File: config.mk
export PLATFORM = sky130hd
export DESIGN_NAME = key_setpoint_ctrl_flat
export DESIGN_NICKNAME = d
export VERILOG_FILES = /design/src/rtl/key_setpoint_ctrl_if.sv /design/src/rtl/key_setpoint_ctrl.sv /design/src/flat_wrapper.sv
export SDC_FILE = /design/constraint.sdc
export NUM_CORES = 1
export LEC_CHECK = 0
export BUFFER_PORTS_ARGS = -buffer_cell sky130_fd_sc_hd__clkbuf_2
export CAP_MARGIN = 10
export CORE_MARGIN = 1.5
export CORE_UTILIZATION = 50
export DETAILED_ROUTE_END_ITERATION = 12
export PLACE_DENSITY = 0.67
export SETUP_SLACK_MARGIN = 0.2
export SYNTH_ARGS = -nofsm -noshare
export SYNTH_HDL_FRONTEND = slang
export SYNTH_SLANG_ARGS = --single-unit
File: constraint.sdc
create_clock -name clk -period 4.34 [get_ports clk]
set_input_delay 0.217 -clock clk [delete_from_list [all_inputs] [get_ports clk]]
set_output_delay 0.217 -clock clk [all_outputs]
set_load 0.05 [all_outputs]
File: src/rtl/key_setpoint_ctrl_if.sv
// Key pulse input and set-point/display outputs of the set-point editor.
// The slave side is the editor; the master side is the key stage / display.
interface key_setpoint_ctrl_if #(
    parameter int VAL_W = 8
);
    logic [2:0]       key_pulse;
    logic [VAL_W-1:0] value;
    logic [VAL_W-1:0] edit_val;
    logic             editing;
    logic             commit;
    logic             abort;
    logic             blink;

    modport master (
        output key_pulse,
        input  value, edit_val, editing, commit, abort, blink
    );

    modport slave (
        input  key_pulse,
        output value, edit_val, editing, commit, abort, blink
    );
endinterface

File: src/rtl/key_setpoint_ctrl.sv
// Key-driven set-point editor: committed value plus a working copy that is
// stepped with wrap-around, accelerating on held keys, with edit timeout and
// a blink indication for the display.
//
// state | meaning
// VIEW  | showing committed value, up/down ignored, blink held on
// EDIT  | stepping working copy, blink toggling, idle timeout armed
module key_setpoint_ctrl #(
    parameter int VAL_W         = 8,
    parameter int VAL_MIN       = 0,
    parameter int VAL_MAX       = 99,
    parameter int VAL_INIT      = 0,
    parameter int STEP_FAST     = 10,
    parameter int REPEAT_THRESH = 4,
    parameter int GAP_CYC       = 25_000_000,
    parameter int TIMEOUT_CYC   = 250_000_000,
    parameter int BLINK_CYC     = 12_500_000
) (
    input logic                clk,
    input logic                rst_n,
    key_setpoint_ctrl_if.slave bus
);

    localparam int IDLE_MAX = (GAP_CYC > TIMEOUT_CYC) ? GAP_CYC : TIMEOUT_CYC;
    localparam int IDLE_W   = $clog2(IDLE_MAX + 1);
    localparam int REP_W    = $clog2(REPEAT_THRESH + 1);
    localparam int BLK_W    = $clog2(BLINK_CYC + 1);

    localparam logic [VAL_W:0]    MIN_X    = (VAL_W + 1)'(VAL_MIN);
    localparam logic [VAL_W:0]    MAX_X    = (VAL_W + 1)'(VAL_MAX);
    localparam logic [VAL_W:0]    FAST_X   = (VAL_W + 1)'(STEP_FAST);
    localparam logic [VAL_W:0]    ONE_X    = (VAL_W + 1)'(1);
    localparam logic [VAL_W-1:0]  INIT_V   = VAL_W'(VAL_INIT);
    localparam logic [IDLE_W-1:0] IDLE_SAT = IDLE_W'(IDLE_MAX);
    localparam logic [IDLE_W-1:0] GAP_X    = IDLE_W'(GAP_CYC);
    localparam logic [IDLE_W-1:0] TO_LAST  = IDLE_W'(TIMEOUT_CYC - 1);
    localparam logic [REP_W-1:0]  REP_SAT  = REP_W'(REPEAT_THRESH);
    localparam logic [REP_W-1:0]  REP_ONE  = REP_W'(1);
    localparam logic [BLK_W-1:0]  BLK_LAST = BLK_W'(BLINK_CYC - 1);

    typedef enum logic {
        VIEW = 1'b0,
        EDIT = 1'b1
    } state_t;

    state_t            state_q, state_d;
    logic [VAL_W-1:0]  value_q, value_d;
    logic [VAL_W-1:0]  work_q, work_d;
    logic [IDLE_W-1:0] idle_q, idle_d;
    logic [REP_W-1:0]  rep_q, rep_d;
    logic              dir_q, dir_d;      // direction of current run, 1 = down
    logic [BLK_W-1:0]  blk_q, blk_d;
    logic              blink_q, blink_d;
    logic              commit_q, commit_d;
    logic              abort_q, abort_d;

    logic              key_up, key_dn, key_mode, any_key;
    logic              run_cont;
    logic [VAL_W:0]    work_x, step, sum, up_res, dn_res;

    assign key_up   = bus.key_pulse[0];
    assign key_dn   = bus.key_pulse[1];
    assign key_mode = bus.key_pulse[2];
    assign any_key  = |bus.key_pulse;

    // Next-state, stepping arithmetic, idle/run/blink counters and output pulses.
    always_comb begin
        state_d  = state_q;
        value_d  = value_q;
        work_d   = work_q;
        rep_d    = rep_q;
        dir_d    = dir_q;
        blk_d    = blk_q;
        blink_d  = blink_q;
        commit_d = 1'b0;
        abort_d  = 1'b0;

        if (any_key)
            idle_d = '0;
        else if (idle_q == IDLE_SAT)
            idle_d = idle_q;
        else
            idle_d = idle_q + 1'b1;

        // A pulse continues the run only if same direction and not after a long gap.
        run_cont = (rep_q != '0) && (dir_q == key_dn) && (idle_q < GAP_X);
        step     = (run_cont && (rep_q >= REP_SAT)) ? FAST_X : ONE_X;
        work_x   = {1'b0, work_q};
        sum      = work_x + step;
        up_res   = (sum > MAX_X) ? (MIN_X + (sum - MAX_X - ONE_X)) : sum;
        dn_res   = (work_x < (MIN_X + step)) ? (MAX_X - (MIN_X + step - work_x - ONE_X))
                                             : (work_x - step);

        case (state_q)
            VIEW: begin
                blink_d = 1'b1;
                blk_d   = '0;
                if (key_mode) begin
                    state_d = EDIT;
                    work_d  = value_q;
                    rep_d   = '0;
                    idle_d  = '0;
                end
            end
            EDIT: begin
                if (key_mode) begin
                    state_d  = VIEW;
                    value_d  = work_q;
                    commit_d = 1'b1;
                    rep_d    = '0;
                    blink_d  = 1'b1;
                    blk_d    = '0;
                end else if (any_key) begin
                    blink_d = 1'b1;
                    blk_d   = '0;
                    if (key_up && key_dn) begin
                        rep_d = '0;
                    end else begin
                        work_d = key_up ? up_res[VAL_W-1:0] : dn_res[VAL_W-1:0];
                        dir_d  = key_dn;
                        if (!run_cont)
                            rep_d = REP_ONE;
                        else if (rep_q != REP_SAT)
                            rep_d = rep_q + 1'b1;
                    end
                end else if (idle_q == TO_LAST) begin
                    state_d = VIEW;
                    abort_d = 1'b1;
                    work_d  = value_q;
                    blink_d = 1'b1;
                    blk_d   = '0;
                end else if (blk_q == BLK_LAST) begin
                    blink_d = ~blink_q;
                    blk_d   = '0;
                end else begin
                    blk_d = blk_q + 1'b1;
                end
            end
        endcase
    end

    // State and output registers; reset drops the working copy without pulses.
    always_ff @(posedge clk or negedge rst_n) begin
        if (!rst_n) begin
            state_q  <= VIEW;
            value_q  <= INIT_V;
            work_q   <= INIT_V;
            idle_q   <= '0;
            rep_q    <= '0;
            dir_q    <= 1'b0;
            blk_q    <= '0;
            blink_q  <= 1'b1;
            commit_q <= 1'b0;
            abort_q  <= 1'b0;
        end else begin
            state_q  <= state_d;
            value_q  <= value_d;
            work_q   <= work_d;
            idle_q   <= idle_d;
            rep_q    <= rep_d;
            dir_q    <= dir_d;
            blk_q    <= blk_d;
            blink_q  <= blink_d;
            commit_q <= commit_d;
            abort_q  <= abort_d;
        end
    end

    assign bus.value    = value_q;
    assign bus.edit_val = work_q;
    assign bus.editing  = (state_q == EDIT);
    assign bus.commit   = commit_q;
    assign bus.abort    = abort_q;
    assign bus.blink    = blink_q;

endmodule

File: src/flat_wrapper.sv
// flat-port wrapper written by rule: the top's interface ports become plain ports
module key_setpoint_ctrl_flat 
#(
    parameter int VAL_W         = 8,
    parameter int VAL_MIN       = 0,
    parameter int VAL_MAX       = 99,
    parameter int VAL_INIT      = 0,
    parameter int STEP_FAST     = 10,
    parameter int REPEAT_THRESH = 4,
    parameter int GAP_CYC       = 25_000_000,
    parameter int TIMEOUT_CYC   = 250_000_000,
    parameter int BLINK_CYC     = 12_500_000
)
  (clk, rst_n, bus_key_pulse, bus_value, bus_edit_val, bus_editing, bus_commit, bus_abort, bus_blink);
  key_setpoint_ctrl_if #(.VAL_W(VAL_W)) bus_i ();
  input logic clk;
  input logic rst_n;
  input wire logic [$bits(bus_i.key_pulse)-1:0] bus_key_pulse;
  output wire logic [$bits(bus_i.value)-1:0] bus_value;
  output wire logic [$bits(bus_i.edit_val)-1:0] bus_edit_val;
  output wire logic [$bits(bus_i.editing)-1:0] bus_editing;
  output wire logic [$bits(bus_i.commit)-1:0] bus_commit;
  output wire logic [$bits(bus_i.abort)-1:0] bus_abort;
  output wire logic [$bits(bus_i.blink)-1:0] bus_blink;
  assign bus_i.key_pulse = bus_key_pulse;
  assign bus_value = bus_i.value;
  assign bus_edit_val = bus_i.edit_val;
  assign bus_editing = bus_i.editing;
  assign bus_commit = bus_i.commit;
  assign bus_abort = bus_i.abort;
  assign bus_blink = bus_i.blink;
  key_setpoint_ctrl #(.VAL_W(VAL_W), .VAL_MIN(VAL_MIN), .VAL_MAX(VAL_MAX), .VAL_INIT(VAL_INIT), .STEP_FAST(STEP_FAST), .REPEAT_THRESH(REPEAT_THRESH), .GAP_CYC(GAP_CYC), .TIMEOUT_CYC(TIMEOUT_CYC), .BLINK_CYC(BLINK_CYC)) u_core (.clk(clk), .rst_n(rst_n), .bus(bus_i));
endmodule
=== Word-level counts from Yosys, hierarchy flattened ===
Cells that the tools add are included.

* Bits in read-only memories: 0
* Bits of input ports: 5
* Register bits: 76
* Bits in writable memories: 0
* Bits in latches: 0
* Word-level logic and storage cells: 91
* Output and inout bits: 20
* Memories kept: 0

* Shift operators: 0
* Bitwise logic cells: 4
* Reduce and logical (&&, ||, !) cells: 10
* Div/mod/pow operators: 0
* Multiply operators: 0
* Equality and inequality tests: 12
* Multiplexer cells: 41
* $add $sub $neg: 10
* $lt $le $gt $ge: 4

{| class="wikitable"
|+ Operators by type and width
! cell !! count
|-
| 2-to-1 mux 28 bit || 4
|-
| 2-to-1 mux 24 bit || 4
|-
| 2-to-1 mux 8 bit || 8
|-
| == test 28 bit, second input constant || 2
|-
| one-hot mux 24 bit (2 select lines) || 1
|-
| adder 28 x 1 -> 28 bit, second input constant || 1
|-
| < comparator 28 x 25 -> 1 bit, second input constant || 1
|-
| adder 24 x 1 -> 24 bit, second input constant || 1
|-
| == test 24 bit, second input constant || 1
|-
| 2-to-1 mux 3 bit || 6
|-
| one-hot mux 8 bit (2 select lines) || 1
|-
| subtractor 8 x 1 -> 8 bit, second input constant || 2
|-
| subtractor 8 bit || 2
|-
| 2-to-1 mux 1 bit || 13
|-
| inequality test 3 bit, second input constant || 4
|-
| inequality test 5 bit, second input constant || 2
|-
| adder 8 x 4 -> 9 bit || 1
|-
| greater-than comparator 9 x 7 -> 1 bit, second input constant || 1
|-
| < comparator 8 x 9 -> 1 bit || 1
|-
| AND reduction 4 bit || 2
|-
| subtractor 7 x 8 -> 8 bit, first input constant || 1
|-
| subtractor 8 x 7 -> 8 bit, second input constant || 1
|-
| one-hot mux 3 bit (2 select lines) || 1
|-
| logical AND 1 bit || 4
|-
| other kinds (11) || 16
|}

=== Logic depth before layout (Yosys ltp) ===
* Depth after elaboration: 14
* Depth in mapped cells: 19
* Gate-level depth less buffers: 18

=== Least setup slack after synthesis ===
Ideal clock, no wire load.

* Path kind: flip-flop to flip-flop
* Start point: register u_core.idle_q[6]
* End point: register u_core.work_q[3], in the netlist u_core.bus.edit_val[3]
* Period minus slack after synthesis: 3.997 ns
* Stages on the path, launching flop included: 17
* Path buffers: 0
* Arrival time: 3.915 ns
* Setup slack: 0.343 ns
* Data required time: 4.258 ns
* Setup time: 0.082 ns
* Cells stage by stage: dfrtp_1 > nor3_1 > a21oi_1 > o21ai_0 > a21oi_1 > nor2_1 > nand2_1 > ha_1 > fa_1 > xnor2_1 > ha_1 > mux2_2 > o311ai_1 > a311oi_1 > mux2_2 > a211o_1 > a31oi_1

* Word-level cells in the longest chain between the ends: 13
* Elaborated cells between the ends (all ways): 23
* Those cells by class: add/sub (7); order compare (3); eq/ne (2); mux (8); reduce/logical (3)

{| class="wikitable"
|+ RTL lines
! what !! line !! source
|-
| start: declaration || key_setpoint_ctrl.sv:49 || <nowiki>logic [IDLE_W-1:0] idle_q, idle_d;</nowiki>
|-
| start signal: assignment || key_setpoint_ctrl.sv:159 || <nowiki>idle_q <= idle_d;</nowiki>
|-
| < comparator 28 x 25 -> 1 bit || key_setpoint_ctrl.sv:86 || <nowiki>run_cont = (rep_q != '0) && (dir_q == key_dn) && (idle_q < GAP_X);</nowiki>
|-
| logical AND 1 bit || key_setpoint_ctrl.sv:86 ||
|-
| logical AND 1 bit || key_setpoint_ctrl.sv:87 || <nowiki>step = (run_cont && (rep_q >= REP_SAT)) ? FAST_X : ONE_X;</nowiki>
|-
| 2-to-1 mux 4 bit || key_setpoint_ctrl.sv:87 ||
|-
| subtractor 8 bit / adder 8 x 4 -> 9 bit (equally long branches) || key_setpoint_ctrl.sv:91, key_setpoint_ctrl.sv:89 ||
|-
| subtractor 8 x 1 -> 8 bit / subtractor 8 x 7 -> 8 bit (equally long branches) || key_setpoint_ctrl.sv:91, key_setpoint_ctrl.sv:90 ||
|-
| subtractor 7 x 8 -> 8 bit / subtractor 8 x 1 -> 8 bit (equally long branches) || key_setpoint_ctrl.sv:91, key_setpoint_ctrl.sv:90 ||
|-
| 2-to-1 mux 8 bit, on equally long branches || key_setpoint_ctrl.sv:91, key_setpoint_ctrl.sv:90 ||
|-
| 2-to-1 mux 8 bit || key_setpoint_ctrl.sv:119 || <nowiki>work_d = key_up ? up_res[VAL_W-1:0] : dn_res[VAL_W-1:0];</nowiki>
|-
| 2-to-1 mux 8 bit || key_setpoint_ctrl.sv:116 || <nowiki>if (key_up && key_dn) begin</nowiki>
|-
| 2-to-1 mux 8 bit || key_setpoint_ctrl.sv:113 || <nowiki>end else if (any_key) begin</nowiki>
|-
| 2-to-1 mux 8 bit || key_setpoint_ctrl.sv:106 || <nowiki>if (key_mode) begin</nowiki>
|-
| one-hot mux 8 bit (2 select lines) || key_setpoint_ctrl.sv:94 || <nowiki>case (state_q)</nowiki>
|-
| end signal: assignment || key_setpoint_ctrl.sv:158 || <nowiki>work_q <= work_d;</nowiki>
|-
| end: declaration || key_setpoint_ctrl.sv:48 || <nowiki>logic [VAL_W-1:0] work_q, work_d;</nowiki>
|}

Parallel ways exist; a longest one is shown, timed or not. The select of a mux whose other input is x is not followed.
A chain may end at the register's enable or synchronous reset.

=== Final worst setup path ===
* Start point: register u_core.idle_q[7]
* End point: register u_core.work_q[3], in the netlist u_core.bus.edit_val[3]

The elaborated chain is that of the path after synthesis.

==> results.yml <==
clock_tree:
  clock_latency_ns: 0.35
  cts.sinks: 76
  holdBufCountCts: 0
  cts-buffers-inserted: 9
  htreeDepth: 3
  cts.clk_slew.worst_paths_ns: 0.08
  cts_root_buf: "clkbuf_8"
  cts_buffer_depth: 2
  cts_tree: "built"
route:
  antenna_left: 0
  routedWlPerCell_um: 14.5
  via_per_inst: 5.55
  vias: 3821
  drcViolationCount: 0
  first_pass_iters: 4
  drt-total-wl_um: 9990
  drt_iter0_drc: 169
floorplanning:
  start_util: 0.516
  pin_count: 25
  dieWidth_um: 101
  rows: 35
  coreArea_um2: 9280
  die_area_um2: 10200
  die_h_um: 101
worst_setup_path:
  arrival_ns: 4.22
  crit_path_max_fanout: 6
  critPathLaunchType: "flip-flop"
  path_class: "reg2reg"
  cp_slowest_stage_delay_ns: 0.43
  slowest_stage: "dfrtp_1"
  endpoint_kind: "flip-flop"
  worstPathCellList: "nor3_2, a21oi_1, o21ai_1, a21oi_2, nor2_2, nand2_2, ha_1, nor2b_2, o22ai_1, or2_2, ha_1, mux2_2, o311ai_2, a311oi_2, mux2_2, a211o_1, a31oi_1"
  cp_data_required_time_ns: 4.61
yosys:
  synth_seq_area_share: 0.397
  synth-async-reset-ratio: 1.00
  synthesis.area_um2: 4790
  ys_types: 60
  ys.flop_type: "dfrtp_1"
  yosysTopAreaCell: "dfrtp_1"
  synth_warnings: 0
  synthTopCellsByArea: "dfrtp_1, xor2_1, nor2_1"
  yosys.area.top_type_share: 0.392
  synth.most_common_cell: "nor2_1"
  syn-mean-instance-area_um2: 8.99
  syn-num-nets: 563
  synth_edf_count: 0
  synth_common_cells: "nor2_1, dfrtp_1, nand2_1"
  ys_ff_latch: 76
  synth_cells: 533
timing:
  hold_viol: 0
  fmax_mhz: 253
  whs_ns: 0.0140
  rsz0062_at_grt: "no"
  min_period_over_period: 0.911
  min_period_ns: 3.95
  setup_tns_ns: 0
  maxSlewHeadroom: 0.352
  tightest_slew_ns: 0.972
  drv_slew: 0
  skew_ns: 0.0121
  setup_viol: 0
global_routing:
  grt.overflow.total: 0
  grt_antenna_before_repair: 0
  grtUsageTotal: 0.212
  grt_max_degree: 77
  grt_pass1_vias: 3605
  grt_pass1_wl_um: 17000
place:
  portBuffers: 24
  place_area_um2: 5030
  gp_congestion: 0.940
  dpl.hpwl_um: 7120
status:
  status: "finished, final reports clean"
cells_and_area:
  drive_gt1_frac: 0.145
  area_growth_pct: 10.5
  antenna_cells: 0
  nets: 585
  fillers: 846
  final_util: 0.570
  fin_area_um2: 5300
job:
  max_cap_violations: 0
power_and_ir_drop:
  total_power_mw: 2.67
  p_leak_nw: 2.18
  ir_drop_mv: 0.231
  cellPowerDensity_nw_per_um2: 504
worst_hold_path:
  hp-class: "in2async"
-- critical path, delay by kind of cell, from the launching register on --
| kind | cells | cell delay, ns |
|---|---|---|
| flops | 1 | 0.43 |
| fa+ha+maj | 2 | 0.57 |
| mux | 2 | 0.58 |
| compound gates | 8 | 1.23 |
| simple gates | 5 | 1.05 |
-- logic make-up after synthesis --
kind of cell             count (synthesis)  synth area share
multiplexers                            14            0.0319
flip-flops                              76             0.397
XOR/XNOR                                57             0.104
AND/OR/NAND/NOR                        235             0.250
AO/OA/AOI/OAI                           79             0.106
buffers and inverters                   47            0.0400
adder cells (fa/ha/maj)                 25            0.0700
-- sequential cells by signal, indices dropped and copies added, names as in the netlist, 3 cells and up --
name / count
u_core.blk_q: 24
u_core.bus.edit_val: 8
u_core.bus.value: 8
u_core.idle_q: 28
u_core.rep_q: 3
-- stage by stage --
stage	std cells	setup slack (ns)
final	689	0.386
after global routing	689	0.200
after CTS	687	0.203
after detailed placement	671	0.0449
after global placement	671	0.189
after floorplan	533	0.343
-- path summary, 6_finish.rpt --
check                                 start                     end  slack [ns]  depth (start not counted)
min in group clk           bus_key_pulse[2]      u_core.bus.editing        0.23                          3
setup reg to reg           u_core.idle_q[7]  u_core.bus.edit_val[3]        0.39                         17
hold reg to reg             u_core.blk_q[0]         u_core.blk_q[0]        0.50                          1
hold / removal                        rst_n       u_core.idle_q[21]        0.01                          1
setup / recovery           u_core.idle_q[7]  u_core.bus.edit_val[3]        0.39                         17
max in group asynchronous             rst_n        u_core.idle_q[6]        3.64                          1
-- per-layer routing --
metal / up-vias / track usage / part of all wire
met2: 75 / 0.341 / 0.47
met3: 15 / 0.0395 / 0.037
li1: 1891 / - / -
met4: 0 / 0.0856 / 0.019
met5: - / 0 / 0
met1: 1840 / 0.283 / 0.47
-- placed cells by master, fill, tap and decap left out, types with 3 or more instances in the layout --
master / n
o211ai_1: 3
a21oi_1: 24
or2_2: 5
nand4_1: 11
dfrtp_1: 72
nor4bb_1: 3
nand3b_1: 6
o211a_1: 3
nor4_1: 3
inv_1: 25
ha_1: 21
clkbuf_2: 23
o221ai_1: 4
mux2_2: 10
nand2_1: 41
nand2b_1: 8
and4_1: 5
o21ai_1: 4
nand4b_1: 4
buf_4: 10
nand3_1: 25
nor2_1: 75
nor3_1: 11
or3_1: 8
dfrtp_2: 3
clkbuf_8: 9
xor2_1: 34
and3_1: 9
o21ai_0: 17
a31oi_1: 3
mux2i_1: 4
xnor2_1: 22
a211oi_1: 4
-- area by class of cell --
| class | count | area [µm²] | area share |
|---|---|---|---|
| clock inverter | 5 | 62.6 | 0.0118 |
| tap | 129 | 161 | 0.0305 |
| sequential | 76 | 1910 | 0.360 |
| multi-input combinational | 410 | 2750 | 0.519 |
| clock buffer | 11 | 131 | 0.0248 |
| inverter | 25 | 93.8 | 0.0177 |
| timing repair buffer | 33 | 190 | 0.0359 |
-- repair_timing --
action	CTS	global route
gates cloned	0	0
gates resized for setup	5	9
setup endpoints to repair	1	1
setup buffers	0	2
pin swaps	1	4
-- power by group --
part	switching, mW	internal, mW
Combinational	0.763	0.463
Clock	0.267	0.268
Sequential	0.128	0.782
No activity file was read; power rests on OpenSTA's default activity.
